`src/rtl/kairo_lsu.sv`:
```
// kairo load/store unit: one data-memory access per request over a
// valid/ready bus, with byte-lane alignment, load extension and error flags.
module kairo_lsu #(
  parameter int TIMEOUT_CYCLES = 256
) (
  input  logic        CLK,
  input  logic        RST,
  input  logic        REQ_VALID,
  output logic        REQ_READY,
  input  logic        INST_LB,
  input  logic        INST_LH,
  input  logic        INST_LW,
  input  logic        INST_LBU,
  input  logic        INST_LHU,
  input  logic        INST_SB,
  input  logic        INST_SH,
  input  logic        INST_SW,
  input  logic [31:0] ADDR,
  input  logic [31:0] WDATA,
  output logic        D_MEM_VALID,
  input  logic        D_MEM_READY,
  output logic [31:0] D_MEM_ADDR,
  output logic [3:0]  D_MEM_WSTB,
  output logic [31:0] D_MEM_WDATA,
  input  logic [31:0] D_MEM_RDATA,
  output logic        DONE,
  output logic        RD_WE,
  output logic [31:0] RDATA,
  output logic        ERR_MISALIGN,
  output logic        ERR_BUS
);

  typedef enum logic [1:0] {
    IDLE,
    BUS,
    FIN
  } state_t;

  typedef enum logic [2:0] {
    OP_LB,
    OP_LH,
    OP_LW,
    OP_LBU,
    OP_LHU,
    OP_SB,
    OP_SH,
    OP_SW
  } op_t;

  localparam logic [31:0] TO = 32'(TIMEOUT_CYCLES);

  state_t      state;
  op_t         op_q;
  logic [1:0]  a_q;
  logic [31:0] cnt;

  op_t         dec_op;
  logic        dec_hit;
  logic        dec_mis;
  logic [3:0]  st_wstb;
  logic [31:0] st_wdata;
  logic [7:0]  ld_byte;
  logic [15:0] ld_half;
  logic [31:0] ld_val;
  logic        op_load;

  // Several type bits at once resolve in load-first order.
  always_comb begin
    dec_hit = 1'b1;
    dec_op  = OP_LB;
    priority case (1'b1)
      INST_LB:  dec_op = OP_LB;
      INST_LH:  dec_op = OP_LH;
      INST_LW:  dec_op = OP_LW;
      INST_LBU: dec_op = OP_LBU;
      INST_LHU: dec_op = OP_LHU;
      INST_SB:  dec_op = OP_SB;
      INST_SH:  dec_op = OP_SH;
      INST_SW:  dec_op = OP_SW;
      default:  dec_hit = 1'b0;
    endcase
  end

  always_comb begin
    dec_mis = 1'b0;
    unique case (dec_op)
      OP_LH, OP_LHU, OP_SH: dec_mis = ADDR[0];
      OP_LW, OP_SW:         dec_mis = |ADDR[1:0];
      default:              dec_mis = 1'b0;
    endcase
  end

  always_comb begin
    st_wstb  = 4'b0000;
    st_wdata = 32'd0;
    unique case (dec_op)
      OP_SB: begin
        st_wstb  = 4'b0001 << ADDR[1:0];
        st_wdata = {4{WDATA[7:0]}};
      end
      OP_SH: begin
        st_wstb  = ADDR[1] ? 4'b1100 : 4'b0011;
        st_wdata = {2{WDATA[15:0]}};
      end
      OP_SW: begin
        st_wstb  = 4'b1111;
        st_wdata = WDATA;
      end
      default: begin
        st_wstb  = 4'b0000;
        st_wdata = 32'd0;
      end
    endcase
  end

  always_comb begin
    ld_byte = D_MEM_RDATA[7:0];
    unique case (a_q)
      2'd0:    ld_byte = D_MEM_RDATA[7:0];
      2'd1:    ld_byte = D_MEM_RDATA[15:8];
      2'd2:    ld_byte = D_MEM_RDATA[23:16];
      default: ld_byte = D_MEM_RDATA[31:24];
    endcase
  end

  assign ld_half = a_q[1] ? D_MEM_RDATA[31:16]
                          : D_MEM_RDATA[15:0];

  always_comb begin
    ld_val  = 32'd0;
    op_load = 1'b1;
    unique case (op_q)
      OP_LB:   ld_val = {{24{ld_byte[7]}}, ld_byte};
      OP_LBU:  ld_val = {24'd0, ld_byte};
      OP_LH:   ld_val = {{16{ld_half[15]}}, ld_half};
      OP_LHU:  ld_val = {16'd0, ld_half};
      OP_LW:   ld_val = D_MEM_RDATA;
      default: begin
        ld_val  = 32'd0;
        op_load = 1'b0;
      end
    endcase
  end

  always_ff @(posedge CLK) begin
    if (RST) begin
      state        <= IDLE;
      op_q         <= OP_LB;
      a_q          <= 2'd0;
      cnt          <= 32'd0;
      REQ_READY    <= 1'b1;
      D_MEM_VALID  <= 1'b0;
      D_MEM_ADDR   <= 32'd0;
      D_MEM_WSTB   <= 4'b0000;
      D_MEM_WDATA  <= 32'd0;
      DONE         <= 1'b0;
      RD_WE        <= 1'b0;
      RDATA        <= 32'd0;
      ERR_MISALIGN <= 1'b0;
      ERR_BUS      <= 1'b0;
    end else begin
      DONE         <= 1'b0;
      RD_WE        <= 1'b0;
      RDATA        <= 32'd0;
      ERR_MISALIGN <= 1'b0;
      ERR_BUS      <= 1'b0;
      unique case (state)
        IDLE: begin
          if (REQ_VALID && dec_hit) begin
            op_q      <= dec_op;
            a_q       <= ADDR[1:0];
            cnt       <= 32'd0;
            REQ_READY <= 1'b0;
            if (dec_mis) begin
              state        <= FIN;
              DONE         <= 1'b1;
              ERR_MISALIGN <= 1'b1;
            end else begin
              state       <= BUS;
              D_MEM_VALID <= 1'b1;
              D_MEM_ADDR  <= {ADDR[31:2], 2'b00};
              D_MEM_WSTB  <= st_wstb;
              D_MEM_WDATA <= st_wdata;
            end
          end
        end
        BUS: begin
          // READY on the limit cycle still completes normally.
          if (D_MEM_READY) begin
            state       <= FIN;
            D_MEM_VALID <= 1'b0;
            DONE        <= 1'b1;
            RD_WE       <= op_load;
            RDATA       <= ld_val;
          end else if (TO != 32'd0 && cnt + 32'd1 == TO) begin
            state       <= FIN;
            D_MEM_VALID <= 1'b0;
            DONE        <= 1'b1;
            ERR_BUS     <= 1'b1;
          end else begin
            cnt <= cnt + 32'd1;
          end
        end
        FIN: begin
          state     <= IDLE;
          REQ_READY <= 1'b1;
        end
        default: begin
          state     <= IDLE;
          REQ_READY <= 1'b1;
        end
      endcase
    end
  end

endmodule

```
`config.mk`:
```
export PLATFORM = sky130hd
export DESIGN_NAME = kairo_lsu
export DESIGN_NICKNAME = d
export VERILOG_FILES = /design/src/rtl/kairo_lsu.sv
export SDC_FILE = /design/constraint.sdc
export NUM_CORES = 1
export LEC_CHECK = 0
export BUFFER_PORTS_ARGS = -buffer_cell sky130_fd_sc_hd__buf_2
export CORE_MARGIN = 3
export CORE_UTILIZATION = 45
export DETAILED_ROUTE_END_ITERATION = 12
export HOLD_SLACK_MARGIN = 0.15
export PLACE_DENSITY = 0.83
export SLEW_MARGIN = 5
export SYNTH_ARGS = -nofsm -noshare
export SYNTH_HDL_FRONTEND = slang
export SYNTH_SLANG_ARGS = --single-unit
```
`constraint.sdc`:
```
create_clock -name CLK -period 3.6 [get_ports CLK]
set_input_delay 0.72 -clock CLK [delete_from_list [all_inputs] [get_ports CLK]]
set_output_delay 0.72 -clock CLK [all_outputs]
set_load 0.005 [all_outputs]
```
==> results of run 1 <==
report_power, final:
| group | internal, mW | switching, mW |
|---|---|---|
| combinational | 0.232 | 0.321 |
| clock | 0.978 | 0.761 |
| sequential | 1.66 | 0.0519 |
| total | 2.87 | 1.13 |
Yosys cell counts (2+ instances only):
master / number
a211o_1: 2
a211oi_1: 4
a21o_1: 6
a21oi_1: 80
a221oi_1: 25
a222oi_1: 8
a31oi_1: 43
a32oi_1: 4
a41oi_1: 4
and2_1: 4
and3_1: 8
and4_1: 6
buf_1: 6
buf_2: 7
buf_4: 2
clkbuf_1: 57
dfxtp_1: 143
inv_1: 19
mux2_2: 9
mux2i_1: 6
mux4_2: 7
nand2_1: 150
nand2b_1: 9
nand3_1: 34
nand3b_1: 2
nand4_1: 10
nor2_1: 63
nor2b_1: 3
nor3_1: 44
nor3b_1: 3
nor4_1: 11
o211ai_1: 4
o21a_1: 3
o21ai_0: 11
o21ai_1: 6
o21bai_1: 2
o31a_1: 3
or3_1: 8
or4_1: 5
xnor2_1: 9
xor2_1: 5
tightest hold or removal path, stage by stage (launching register included):
cell     delay, ns
dfxtp_1       0.30
nand2_1       0.05
a21oi_1       0.05
cell type report:
cell class,instances,area [um2],share of cell area [%]
Clock inverter,15,154,1.78
Clock buffer,17,425,4.91
Inverter,19,71.3,0.824
Sequential cell,143,2860,33.1
Tap cell,184,230,2.66
Timing Repair Buffer,235,1250,14.4
Multi-Input combinational cell,623,3660,42.3
routing by layer:
metal  vias up  share of wire [%]
met5         -              0.066
met1      3393                 39
met2       361                 48
met4         2                3.0
li1       3470                  -
met3        56                9.5
registers in the layout, indices dropped and copies added, names as in the netlist, 2 cells and up:
register,cells
D_MEM_WSTB,4
RDATA,32
D_MEM_WDATA,32
a_q,2
cnt,32
D_MEM_ADDR,30
state,2
op_q,3
path summary, 6_finish.rpt:
| path | start | to | slack [ns] |
|---|---|---|---|
| max reg2reg | cnt[3] | cnt[1] | 0.20 |
| min reg2reg | D_MEM_ADDR[27] | D_MEM_ADDR[27] | 0.45 |
| max | cnt[3] | cnt[1] | 0.20 |
| min | D_MEM_ADDR[27] | D_MEM_ADDR[27] | 0.45 |
cells in the final DEF (no fill, tap or decap), types with 5 or more instances in the layout:
cell       synthesis  routed
xnor2_1            9       9
mux2i_1            6       6
inv_1             19      19
nand4_1           10      10
xor2_1             5       5
nand2b_1           9       9
clkbuf_16          0      17
a21oi_1           80      80
nor2_1            63      62
o21ai_1            6       6
a221oi_1          25      25
and4_1             6       6
or4_1              5       5
dfxtp_1          143     143
nor3_1            44      43
a21o_1             6       6
nand3_1           34      33
and3_1             8       7
buf_4              2      23
mux2_2             9       9
or3_1              8       8
nor4_1            11      11
mux4_2             7       7
nand2_1          150     150
a222oi_1           8       8
a31oi_1           43      43
buf_2              7     211
o21ai_0           11      11
cells by family (layout without fill, tap and decap cells):
logic type,Yosys count,in the layout,synth area share [%]
and+or+nand+nor,365,365,25.0
AOI/OAI and AO/OA,219,219,21.4
DFF,143,143,41.6
buffers and inverters,92,286,5.37
muxes,22,22,4.64
xor gates and xnor gates,14,14,1.78
adders and majority gates,1,1,0.182
other,1,2,0.0546
stage by stage:
| stage | hold WS [ns] | area, um2 | setup slack, ns | utilization (%) |
|---|---|---|---|---|
| 3_3_place_gp | 0.437 | 8080 | 0.367 | 54.7 |
| 3_5_place_dp | 0.444 | 8080 | 0.282 | 54.7 |
| 6_report | 0.451 | 8660 | 0.197 | 58.7 |
| 2_1_floorplan | 0.448 | 6880 | 0.312 | - |
| 4_1_cts | 0.452 | 8660 | 0.267 | 58.7 |
| 5_1_grt | 0.471 | 8660 | 0.0509 | 58.7 |
==> results.md, run 1 <==
* Critical Path Fanout Max at 9
* Final GP Congestion at 0.952
* Synthesized instance count at 857
* Die W at 130 um
* Power Dens Cells at 462 nW/um2
* Setup TNS Final at 0 ns
* Post-layout power at 4.00 mW
* Number of global-route vias before repair at 6765
* Placed insts at 1204
* Global Route Usage Sum at 24.6%
* Final #Nets at 1148
* Crit end category: register
* Crit path time final at 3.40 ns
* DR WL/cell at 17.2 um
* DP HPWL at 15.1 mm
* Area leader, netlist: dfxtp_1
* Num rows at 44
* Finish-stage setup viols at 0
* Htree depth at 4
* Seq/Total Area, Yosys at 41.6%
* Post-synthesis async set-or-reset flop share at 0%
* Critical Path Start Type: register
* Synth warnings at 0
* Max Slew Vio Count at 0
* Hold path depth at 2
* Total of max-cap violations at 0
* Slowest-stage cell, CP: or4_4
* DRT iter0 DRCs at 567
* Worst EP arrival at 3.74 ns
* Total Wirelength at 21.2 mm
* Synth-to-layout area growth at 25.9%
* Antenna cells at 0
* Critical path's largest stage delay at 0.60 ns
* M3 GR Usage at 7.21%
* Max Fclk at 294 MHz
* Grt peak-use layer: met2
* I/O pin cnt at 214
* Share of layout cells above drive strength 1 at 28.3%
* Pin count of the biggest net entering global routing at 77
* Post-CTS Setup Bufs at 0
* DIE AREA at 16800 um2
* Final-layout fill cell count at 1369
* Least-Margin Pin Slew at 1.12 ns
* Initial Util at 46.6%
* First-pass GRT wire length at 33.5 mm
* Status: finished, final reports clean
* Input/output buffers at 211
* GR Util met1 at 30.6%
* Crit Path Class: register to register
* GRT overflow at 0
* Synth area leaders: dfxtp_1, nand2_1, a21oi_1
* Area fraction of the dominant cell type after synthesis at 41.6%
* Main synth FF type: dfxtp_1
* Clk_skew at 0.00621 ns
* Total number of vias at 7282
* Reg2Reg Depth at 9
* Crit path cell chain: nand2_1 > or4_4 > or4_1 > mux2i_1 > a211o_1 > o41ai_4 > buf_4 > o211ai_1 > a21oi_1
* Leakage at 3.66 nW
* Final Hold Viols at 0
* Worst EP required at 3.93 ns
* Distinct cells, synth at 63
* Mapped cell area at 6870 um2
* # resized after CTS at 0
* Buf/Inv on CP at 1
* Critical Path Stages at 9
* Final worst-path cycle share at 94.5%
* Synth Area per Inst at 8.02 um2
* Clock latency on the worst-skew pair at 0.42 ns
* Die Y at 130 um
* Hold Crit Class: register to register
* Met2 usage in global routing at 39.7%
* Root Buffer: clkbuf_16
* Via density at 5.89
* Slew HR at 25.1%
* Post-synth EDFFs at 0
* Drt pass-1 iters at 6
* RSZ-0062 raised after global routing: false
* Antenna Nets Post-Route at 0
* Post-route non-filler standard cell count at 1236
* Initial antenna violation count at 1
* Delay-heaviest family, CP: simple AND/OR/NAND/NOR gates
* TritonCTS Buffers at 17
* Clk slew on worst S/H paths at 0.06 ns
* CTS Sinks at 143
* Synthesized flop and latch total at 143
* Core area at 14800 um2
* Longest Clk Path Bufs at 2
* CTS hold repair buffers at 0
* CTS tree: built
* Peak supply drop at 321 uV
* DRC viols at 0
Power figures use the tool's default switching activity.
==> run 2: changes to the inputs <==
--- a/config.mk
+++ b/config.mk
@@ -6,6 +6,7 @@
 export NUM_CORES = 1
 export LEC_CHECK = 0
 export BUFFER_PORTS_ARGS = -buffer_cell sky130_fd_sc_hd__buf_2
+export CAP_MARGIN = 20
 export CORE_MARGIN = 3
 export CORE_UTILIZATION = 45
 export DETAILED_ROUTE_END_ITERATION = 12
==> constraint.sdc (replaced) <==
create_clock -name CLK -period 3.57 [get_ports CLK]
set_input_delay 0.714 -clock CLK [delete_from_list [all_inputs] [get_ports CLK]]
set_output_delay 0.714 -clock CLK [all_outputs]
set_load 0.005 [all_outputs]
==> run 2 against run 1 <==
Register-to-register slack better by 0.03 ns. Sequential power about the same. Clock skew up 0.0016 ns. Clock power up 7%. Sequential share of layout area down 0.39 points. Sequential cell count unchanged. First-iteration DRC count up 9.9%. Critical endpoint is now D_MEM_VALID. Largest power group unchanged.
==> results.md, run 2 (synthesized netlist as in run 1, its figures left out) <==
* Least-Margin Pin Slew at 1.04 ns
* Pre-CTS setup slack at 0.252 ns
* Met2 usage in global routing at 40.6%
* Root Buffer: clkbuf_16
* Critical Path Fanout Max at 10
* FF/Latch Area at 2860 um2
* Final worst-path cycle share at 93.8%
* Clk slew on worst S/H paths at 0.07 ns
* Post-layout power at 4.15 mW
* Crit path time final at 3.35 ns
* CTS Sinks at 143
* Post-route worst setup slack at 0.222 ns
* Final Hold Viols at 0
* Clock latency on the worst-skew pair at 0.43 ns
* DIE AREA at 16800 um2
* Worst EP required at 3.86 ns
* Total of max-cap violations at 0
* Worst Setup SP: cnt[17]
* GRT overflow at 0
* CTS hold repair buffers at 0
* Max Fclk at 299 MHz
* Crit end category: register
* Worst EP arrival at 3.64 ns
* Htree depth at 4
* Die W at 130 um
* CTS tree: built
* Share of layout cells above drive strength 1 at 28.9%
* Power Dens Cells at 474 nW/um2
* Most common cell after layout, fill and taps aside: buf_2
* Initial Util at 46.6%
* Synth-to-layout area growth at 27.4%
* Hold slack at 0.450 ns
* Initial antenna violation count at 0
* Hold Crit Class: register to register
* Biggest regs: D_MEM_WDATA (32), RDATA (32), cnt (32)
* TritonCTS Buffers at 17
* RSZ-0062 raised after global routing: false
* Setup TNS Final at 0 ns
* Placed insts at 1212
* Worst hold start: D_MEM_ADDR[13]
* Num rows at 44
* Core area at 14800 um2
* Antenna Nets Post-Route at 0
* Post-CTS Setup Bufs at 0
* Final core utilization at 59.4%
* Clk_skew at 0.00782 ns
* Most frequent cells in the layout: buf_2, nand2_1, dfxtp_1, a21oi_1, nor2_1
* Final #Nets at 1157
* Total Wirelength at 21.5 mm
* Status: finished, final reports clean
* Post-route non-filler standard cell count at 1245
* First-pass GRT wire length at 33.7 mm
* Final GP Congestion at 0.893
* Leakage at 3.72 nW
* Pin count of the biggest net entering global routing at 67
* DRC viols at 0
* RR Startpoint: cnt[17]
* DR WL/cell at 17.3 um
* Drt pass-1 iters at 8
* Finish-stage setup viols at 0
* # resized after CTS at 0
* DP HPWL at 15.3 mm
* Number of global-route vias before repair at 6795
* Antenna cells at 0
* Multi-input gate area at 3660 um2
* Global Route Usage Sum at 24.9%
* Final-layout fill cell count at 1301
* Grt peak-use layer: met2
* Input/output buffers at 211
* DRT iter0 DRCs at 623
* Peak supply drop at 391 uV
* Crit Path Class: register to register
* Placed Area at 8140 um2
* Longest Clk Path Bufs at 2
* Total number of vias at 7229
* Max Slew Vio Count at 0
* Via density at 5.81
* Slew HR at 30.3%
* I/O pin cnt at 214
* Die Y at 130 um
* GR Util met1 at 30.8%
* M3 GR Usage at 8.41%
* Final instance area at 8760 um2
* Critical Path Start Type: register
-- run 2: cell count changes in the layout (fill, tap and decap cells not counted) --
cell       before  now
bufinv_16       1    2
buf_4          23   32
clkinv_8        0    1
clkinv_2        2    0
-- run 2: where the power goes --
part	internal [mW]	total (mW)	switching (mW)
clock network	1.07	1.86	0.797
registers	1.67	1.72	0.0528
logic	0.238	0.562	0.324
-- run 2: worst paths after layout --
check	to	slack, ns	cells after the start
worst min register to register	D_MEM_ADDR[13]	0.45	2
worst max register to register	D_MEM_VALID	0.22	8
worst min-delay path	D_MEM_ADDR[13]	0.45	2
worst max-delay path	D_MEM_VALID	0.22	8
-- run 2: cell type report --
type / count / share of cell area (%)
Inverter: 19 / 0.814
Multi-Input combinational cell: 623 / 41.8
Tap cell: 184 / 2.63
Clock buffer: 17 / 4.86
Clock inverter: 15 / 2.17
Timing Repair Buffer: 244 / 15.0
Sequential cell: 143 / 32.7
-- run 2: worst max-delay path, cell delays in order (launching register included) --
cell	delay, ns
dfxtp_1	0.46
nand4_1	0.20
or4_4	0.56
or4_1	0.55
mux2i_1	0.15
a211o_1	0.30
o41a_1	0.44
a2111oi_0	0.45
nor3_1	0.10
-- run 2: routing by layer --
layer | wire, um | share of wire [%]
met1 | 8510 | 40
met2 | 10400 | 49
met3 | 2090 | 9.7
met4 | 447 | 2.1
met5 | 0 | 0
